`src/rtl/serial_adder.sv`:
```
// serial_adder: multi-cycle adder/subtractor, BITS_PER_CYCLE bits per clock
//   with a registered ripple carry between chunks.
// Latency: start sampled at edge k -> done pulses in the cycle after edge k+N,
//   N = WIDTH/BITS_PER_CYCLE.
// Backpressure: start is ignored while busy; a start during the done cycle is
//   accepted, so back-to-back operations have a single-cycle bubble.
//
// Ports:
//   clk, rst          rising-edge clock, asynchronous active-high reset
//   start, sub        request and operation select (0 = a+b+cin, 1 = a-b)
//   a, b, cin         operands and carry-in, sampled with an accepted start
//   busy, done        busy while running; one-cycle done pulse on completion
//   sum, cout         result and final carry (for subtract, 1 = no borrow)
//   ovf               signed overflow, present only when SERIAL_ADDER_OVF_EN
//                     is defined
module serial_adder #(
  parameter int WIDTH          = 8,
  parameter int BITS_PER_CYCLE = 1
) (
  input  logic             clk,
  input  logic             rst,
  input  logic             start,
  input  logic             sub,
  input  logic [WIDTH-1:0] a,
  input  logic [WIDTH-1:0] b,
  input  logic             cin,
  output logic             busy,
  output logic             done,
  output logic [WIDTH-1:0] sum,
  output logic             cout
`ifdef SERIAL_ADDER_OVF_EN
  ,
  output logic             ovf
`endif
);

  localparam int N  = (BITS_PER_CYCLE > 0) ? (WIDTH / BITS_PER_CYCLE) : 1;
  localparam int CW = (N > 1) ? $clog2(N) : 1;

  if (WIDTH < 1 || BITS_PER_CYCLE < 1 || (WIDTH % BITS_PER_CYCLE) != 0) begin : g_bad_cfg
    $error("serial_adder: BITS_PER_CYCLE must be >= 1 and divide WIDTH exactly");
  end

  typedef enum logic [1:0] {IDLE, RUN, DONE} state_t;

  state_t                      state;
  logic [WIDTH-1:0]            a_q;
  logic [WIDTH-1:0]            b_q;
  logic                        carry;
  logic [CW-1:0]               cnt;
  logic [WIDTH-1:0]            res_q;

  logic [BITS_PER_CYCLE:0]     chunk;
  logic [WIDTH-1:0]            res_next;

  always_comb begin
    chunk = {1'b0, a_q[BITS_PER_CYCLE-1:0]}
          + {1'b0, b_q[BITS_PER_CYCLE-1:0]}
          + {{BITS_PER_CYCLE{1'b0}}, carry};
    // New chunk enters at the MSB end; after N shifts the low chunk has
    // reached bit 0 and the result is fully aligned.
    res_next = WIDTH'({chunk[BITS_PER_CYCLE-1:0], res_q} >> BITS_PER_CYCLE);
  end

`ifdef SERIAL_ADDER_OVF_EN
  // Carry into the chunk MSB recovered from the MSB sum bit: s = a ^ b ^ c_in.
  logic msb_cin;
  always_comb begin
    msb_cin = a_q[BITS_PER_CYCLE-1] ^ b_q[BITS_PER_CYCLE-1] ^ chunk[BITS_PER_CYCLE-1];
  end
`endif

  always_ff @(posedge clk or posedge rst) begin
    if (rst) begin
      state <= IDLE;
      a_q   <= '0;
      b_q   <= '0;
      carry <= 1'b0;
      cnt   <= '0;
      res_q <= '0;
      busy  <= 1'b0;
      done  <= 1'b0;
      sum   <= '0;
      cout  <= 1'b0;
`ifdef SERIAL_ADDER_OVF_EN
      ovf   <= 1'b0;
`endif
    end else begin
      done <= 1'b0;
      case (state)
        IDLE, DONE: begin
          if (start) begin
            a_q   <= a;
            // Subtract as a + ~b + 1; cin is not used for subtraction.
            b_q   <= sub ? ~b : b;
            carry <= sub ? 1'b1 : cin;
            cnt   <= CW'(N - 1);
            busy  <= 1'b1;
            state <= RUN;
          end else begin
            state <= IDLE;
          end
        end
        RUN: begin
          a_q   <= a_q >> BITS_PER_CYCLE;
          b_q   <= b_q >> BITS_PER_CYCLE;
          carry <= chunk[BITS_PER_CYCLE];
          res_q <= res_next;
          if (cnt == '0) begin
            sum   <= res_next;
            cout  <= chunk[BITS_PER_CYCLE];
`ifdef SERIAL_ADDER_OVF_EN
            ovf   <= msb_cin ^ chunk[BITS_PER_CYCLE];
`endif
            busy  <= 1'b0;
            done  <= 1'b1;
            state <= DONE;
          end else begin
            cnt <= cnt - 1'b1;
          end
        end
        default: begin
          busy  <= 1'b0;
          state <= IDLE;
        end
      endcase
    end
  end

endmodule

```
`config.mk`:
```
export PLATFORM = sky130hd
export DESIGN_NAME = serial_adder
export DESIGN_NICKNAME = d
export VERILOG_FILES = /design/src/rtl/serial_adder.sv
export SDC_FILE = /design/constraint.sdc
export NUM_CORES = 1
export LEC_CHECK = 0
export ABC_AREA = 1
export CORE_MARGIN = 5
export CORE_UTILIZATION = 47
export DETAILED_ROUTE_END_ITERATION = 12
export PLACE_DENSITY = 0.79
export SYNTH_ARGS = -nofsm -noshare
export SYNTH_HDL_FRONTEND = slang
export SYNTH_SLANG_ARGS = --single-unit
```
`constraint.sdc`:
```
create_clock -name clk -period 1.2 [get_ports clk]
set_input_delay 0.24 -clock clk [delete_from_list [all_inputs] [get_ports clk]]
set_output_delay 0.24 -clock clk [all_outputs]
set_load 0.02 [all_outputs]
```
=== Yosys cells after proc, flatten, opt, wreduce, memory -nomap -nowiden ===
Cells that the tools add are included.

* Output and inout bits: 11
* Input bits: 21
* Flip-flop bits (word level): 41

* Reduce and logical (&&, ||, !) cells: 8
* Eq/ne operators: 5
* Muxes and demuxes: 19
* Add/subtract/negate cells: 3
* Bitwise logic cells: 1

{| class="wikitable"
|+ Operator list
! kind !! count
|-
| $pmux 8 s2 || 2
|-
| $mux 8 || 3
|-
| $not 8->8 || 1
|-
| $mux 1 || 7
|-
| $mux 3 || 2
|-
| $ne 2x2->1 const B || 3
|-
| $pmux 3 s2 || 1
|-
| $reduce_and 2->1 || 3
|-
| $pmux 1 s2 || 2
|-
| $pmux 2 s2 || 1
|-
| $logic_not 3->1 || 1
|-
| $reduce_and 3->1 || 1
|-
| $sub 3x1->3 const B || 1
|-
| $add 1x1->2 || 1
|-
| $add 2x1->2 || 1
|-
| $eq 2x1->1 const B || 1
|-
| $eq 2x2->1 const B || 1
|-
| $logic_not 2->1 || 1
|-
| $mux 2 || 1
|-
| $reduce_bool 2->1 || 1
|-
| $reduce_or 2->1 || 1
|}

=== Longest topological paths before layout ===
* Word-level depth: 4
* Gate-level depth with buffers: 8
* Gate-level depth less buffers: 8

=== Least setup slack after synthesis ===
No wires, ideal clock.

* Path kind: register to register
* From: register cnt[0]
* To: register cout
* Arrival: 1098 ps
* Required time: 1083 ps
* Setup time: 117 ps
* Buffers on the path: 1
* Path slack: -15 ps
* Stages on the path, launching flop included: 9
* Path through: dfrtp_1 > inv_1 > ha_1 > inv_1 > nor2_1 > nand2_2 > buf_6 > nand2_1 > nand2_1

* Longest elaborated chain between the ends: 2

{| class="wikitable"
|+ Ends and longest elaborated chain
! item !! line !! source
|-
| start, declared || 50 || <nowiki>logic [CW-1:0] cnt;</nowiki>
|-
| start signal, assigned || 97 || <nowiki>cnt <= CW'(N - 1);</nowiki>
|-
| start signal, assigned || 119 || <nowiki>cnt <= cnt - 1'b1;</nowiki>
|-
| $logic_not 3->1 || 109 || <nowiki>if (cnt == '0) begin</nowiki>
|-
| $reduce_and 2->1 (no line) || n/a ||
|-
| end signal, assigned || 111 || <nowiki>cout <= chunk[BITS_PER_CYCLE];</nowiki>
|-
| end, declared || 30 || <nowiki>output logic cout</nowiki>
|}

Every way passes these cells.
A chain may end at the register's enable or synchronous reset.

=== Final worst setup path ===
* From: register cnt[0]
* To: register sum[0]

* Longest elaborated chain between the ends: 2

{| class="wikitable"
|+ Ends and longest elaborated chain
! item !! line !! source
|-
| $logic_not 3->1 || 109 ||
|-
| $reduce_and 2->1 (no line) || n/a ||
|-
| end signal, assigned || 110 || <nowiki>sum <= res_next;</nowiki>
|-
| end, declared || 29 || <nowiki>output logic [WIDTH-1:0] sum,</nowiki>
|}

Every way passes these cells.

==> results.md <==
- Post-route minimum period: 1.25 ns
- Met2 GRT Util: 26.7%
- CP max FO: 5
- Row cnt: 23
- Final ANT Viol Nets: 0
- Ports: 32
- Slew HR: 78.8%
- Cell taking the most area after synthesis: dfrtp_1
- Setup violations, final: 9
- TritonCTS clock tree: built
- Seq/Total Area, Yosys: 52.5%
- Fill count: 351
- Final core utilization: 65.8%
- Fin Clk Skew: 0.00331 ns
- RePlAce Congestion: 0.785
- Nets: 308
- Gate Count Post-Synth: 231
- Slew Viols, Final: 0
- Via count: 1594
- CP arrival: 1.44 ns
- Setup ws final: -0.0496 ns
- N_diodes: 0
- Crit path required time: 1.39 ns
- CP Capture Type: flop
- Die Area: 0.00543 mm²
- Hold crit path type: input pin to asynchronous set/reset pin
- Area contributors post-synth: dfrtp_1, nand2_1, nand3_1
- Sink Count: 40
- Kind of critical path: flop to flop
- CTS root buf: clkbuf_8
- First-pass GRT wire length: 6590 µm
- Drt total wl: 3950 µm
- Max Clk Rate: 800 MHz
- Failing checks: negative setup slack
- Num CTS Buffers: 5
- Layout cells sized above 1: 28.4%
- Clock Tree Buf Depth: 2
- Warnings, synthesis: 0
- CTS clk-pin slew, worst paths: 0.07 ns
- Syn-to-layout area delta: 37.1%
- Gr usage total: 16.0%
- Crit start category: flop
- Vias in the first global route: 1516
- Port-buffer cells: 31
- Least-Margin Pin Slew: 0.317 ns
- RSZ-0062 raised after global routing: true
- Pwr Total: 6.58 mW
- H-tree depth: 2
- Via density per instance: 4.76
- Final HPWL DP: 2590 µm
- Core Area: 0.00397 mm²
- Max cap viols: 0
- Post-synth cell types: 19
- Initial DRC count: 54
- Congestion Overflow GR: 0
- Chip width: 73.7 µm
- Run status: finished with violations
- Yosys reg bits: 40
- Post-Syn Area: 0.00191 mm²
- Global routing's busiest layer: met2
- GR Util met3: 4.79%
- Pin count of the biggest net entering global routing: 41
- Die Ht: 73.7 µm
- Top cell type's share of synthesized area: 52.5%
- Power per cell area: 2520 mW/mm²
- DRT Pass-1 Iters: 4
- P_leak: 1.35 nW
- Drt wl/cell: 11.8 µm
- GR Util met1: 19.2%
- Drt drc: 0
- Synth Net Count: 255
- Fin. Hold Viols: 0
- Synth Area per Inst: 8.25 µm²
- Reg2reg path depth: 9
- Clk_lat worst skew: 0.29 ns
- CTS Hold Bufs: 0
- Starting Density: 48.0%
- Tcrit/Tclk final: 104%
- Initial antenna violation count: 0
- VDD IR max: 0.000933 V
==> cell usage after synthesis <==
master and number:
inv_1 24, buf_6 2, nand3_1 24, nor2_1 10
dfrtp_1 40, clkinv_1 1, nand2_1 96, nor2_4 1
ha_1 2, nand2_4 2, buf_4 2, nand2_2 2
buf_2 3, o21ai_0 8, inv_2 1, or2_2 4
buf_12 1, fa_1 1, o21ai_2 7
==> layout by cell type (no fill, tap or decap), types with 2 or more instances in the layout <==
cell type,n
buf_12,2
buf_16,2
buf_2,9
buf_4,18
clkbuf_8,6
clkdlybuf4s50_1,19
clkinv_2,2
clkinvlp_4,2
dfrtp_1,40
ha_4,2
inv_1,19
inv_2,5
nand2_1,86
nand2_2,4
nand2_4,10
nand3_1,24
nor2_1,8
nor2_4,2
o21ai_0,7
o21ai_2,8
or2_2,4
==> what timing repair did <==
item | 4_1_cts | 5_1_grt
resized for setup | 68 | 15
pin swaps | 5 | 8
cloned | 2 | 1
setup buffers | 3 | 2
setup endpoints to repair | 22 | 27
==> worst paths after layout <==
check                                    from              endpoint  slack, ns
min                                       rst        done$_DFF_PP0_       0.31
max in group asynchronous                 rst  state[0]$_DFFE_PP0P_       0.70
max                        cnt[0]$_DFFE_PP0P_    sum[0]$_DFFE_PP0P_      -0.05
min reg2reg                sum[0]$_DFFE_PP0P_    sum[0]$_DFFE_PP0P_       0.47
max reg2reg                cnt[0]$_DFFE_PP0P_    sum[0]$_DFFE_PP0P_      -0.05
min in group clk                          sub    b_q[4]$_DFFE_PP0P_       0.41
==> stage by stage <==
step	hold slack [ns]	TNS, ns	worst slack [ns]	instances	area (µm²)
6_report	0.311	-0.326	-0.0496	335	2610
2_1_floorplan	0.357	-0.0211	-0.0107	231	1910
4_1_cts	0.316	-0.361	-0.0550	332	2580
3_3_place_gp	0.453	-4.22	-0.257	319	2340
3_5_place_dp	0.458	-4.87	-0.268	319	2340
5_1_grt	0.333	-1.26	-0.146	335	2610
==> report_power, final <==
part / switching, mW / internal (mW) / total [mW]
logic: 1.85 / 1.42 / 3.27
registers: 0.425 / 1.97 / 2.39
clock network: 0.457 / 0.459 / 0.916
total: 2.73 / 3.85 / 6.58
==> state kept, by name (all words and copies together) (netlist names) <==
register,cells
a_q,8
b_q,8
sum,8
res_q,7
cnt,3
state,2
busy,1
carry,1
cout,1
done,1
==> worst max-delay path: stages, from the launching register on <==
cell and delay [ns]:
dfrtp_1 0.38, inv_2 0.06, ha_4 0.16, inv_2 0.06
nor2_4 0.03, nand2_4 0.13, buf_12 0.17, clkinv_8 0.05
nand2_2 0.04, nand2_1 0.04
==> layout make-up <==
class	instances	area (µm²)	area share [%]
tap	50	62.6	2.39
sequential	40	1000	38.3
clock buffer	6	82.6	3.16
timing repair buffer	53	494	18.9
timing repair inverter	1	7.51	0.287
multi-input combinational	157	842	32.2
inverter	26	114	4.36
clock inverter	2	10.0	0.383
==> per-layer routing <==
metal  share of wire [%]  vias up  routed length, µm
met5                   0        -                  0
met4                 1.4        0                 55
met3                 6.2        6                245
met2                  49       40               1940
met1                  43      732               1710
li1                    -      816                  -
==> cell families after synthesis <==
logic type               synth area share, %
AO/OA/AOI/OAI                           5.32
flip-flops                              52.5
AND/OR/NAND/NOR                         30.9
adder cells (fa/ha/maj)                 2.36
buffers and inverters                   8.92
Note: power is estimated with default switching activity, not from simulation.
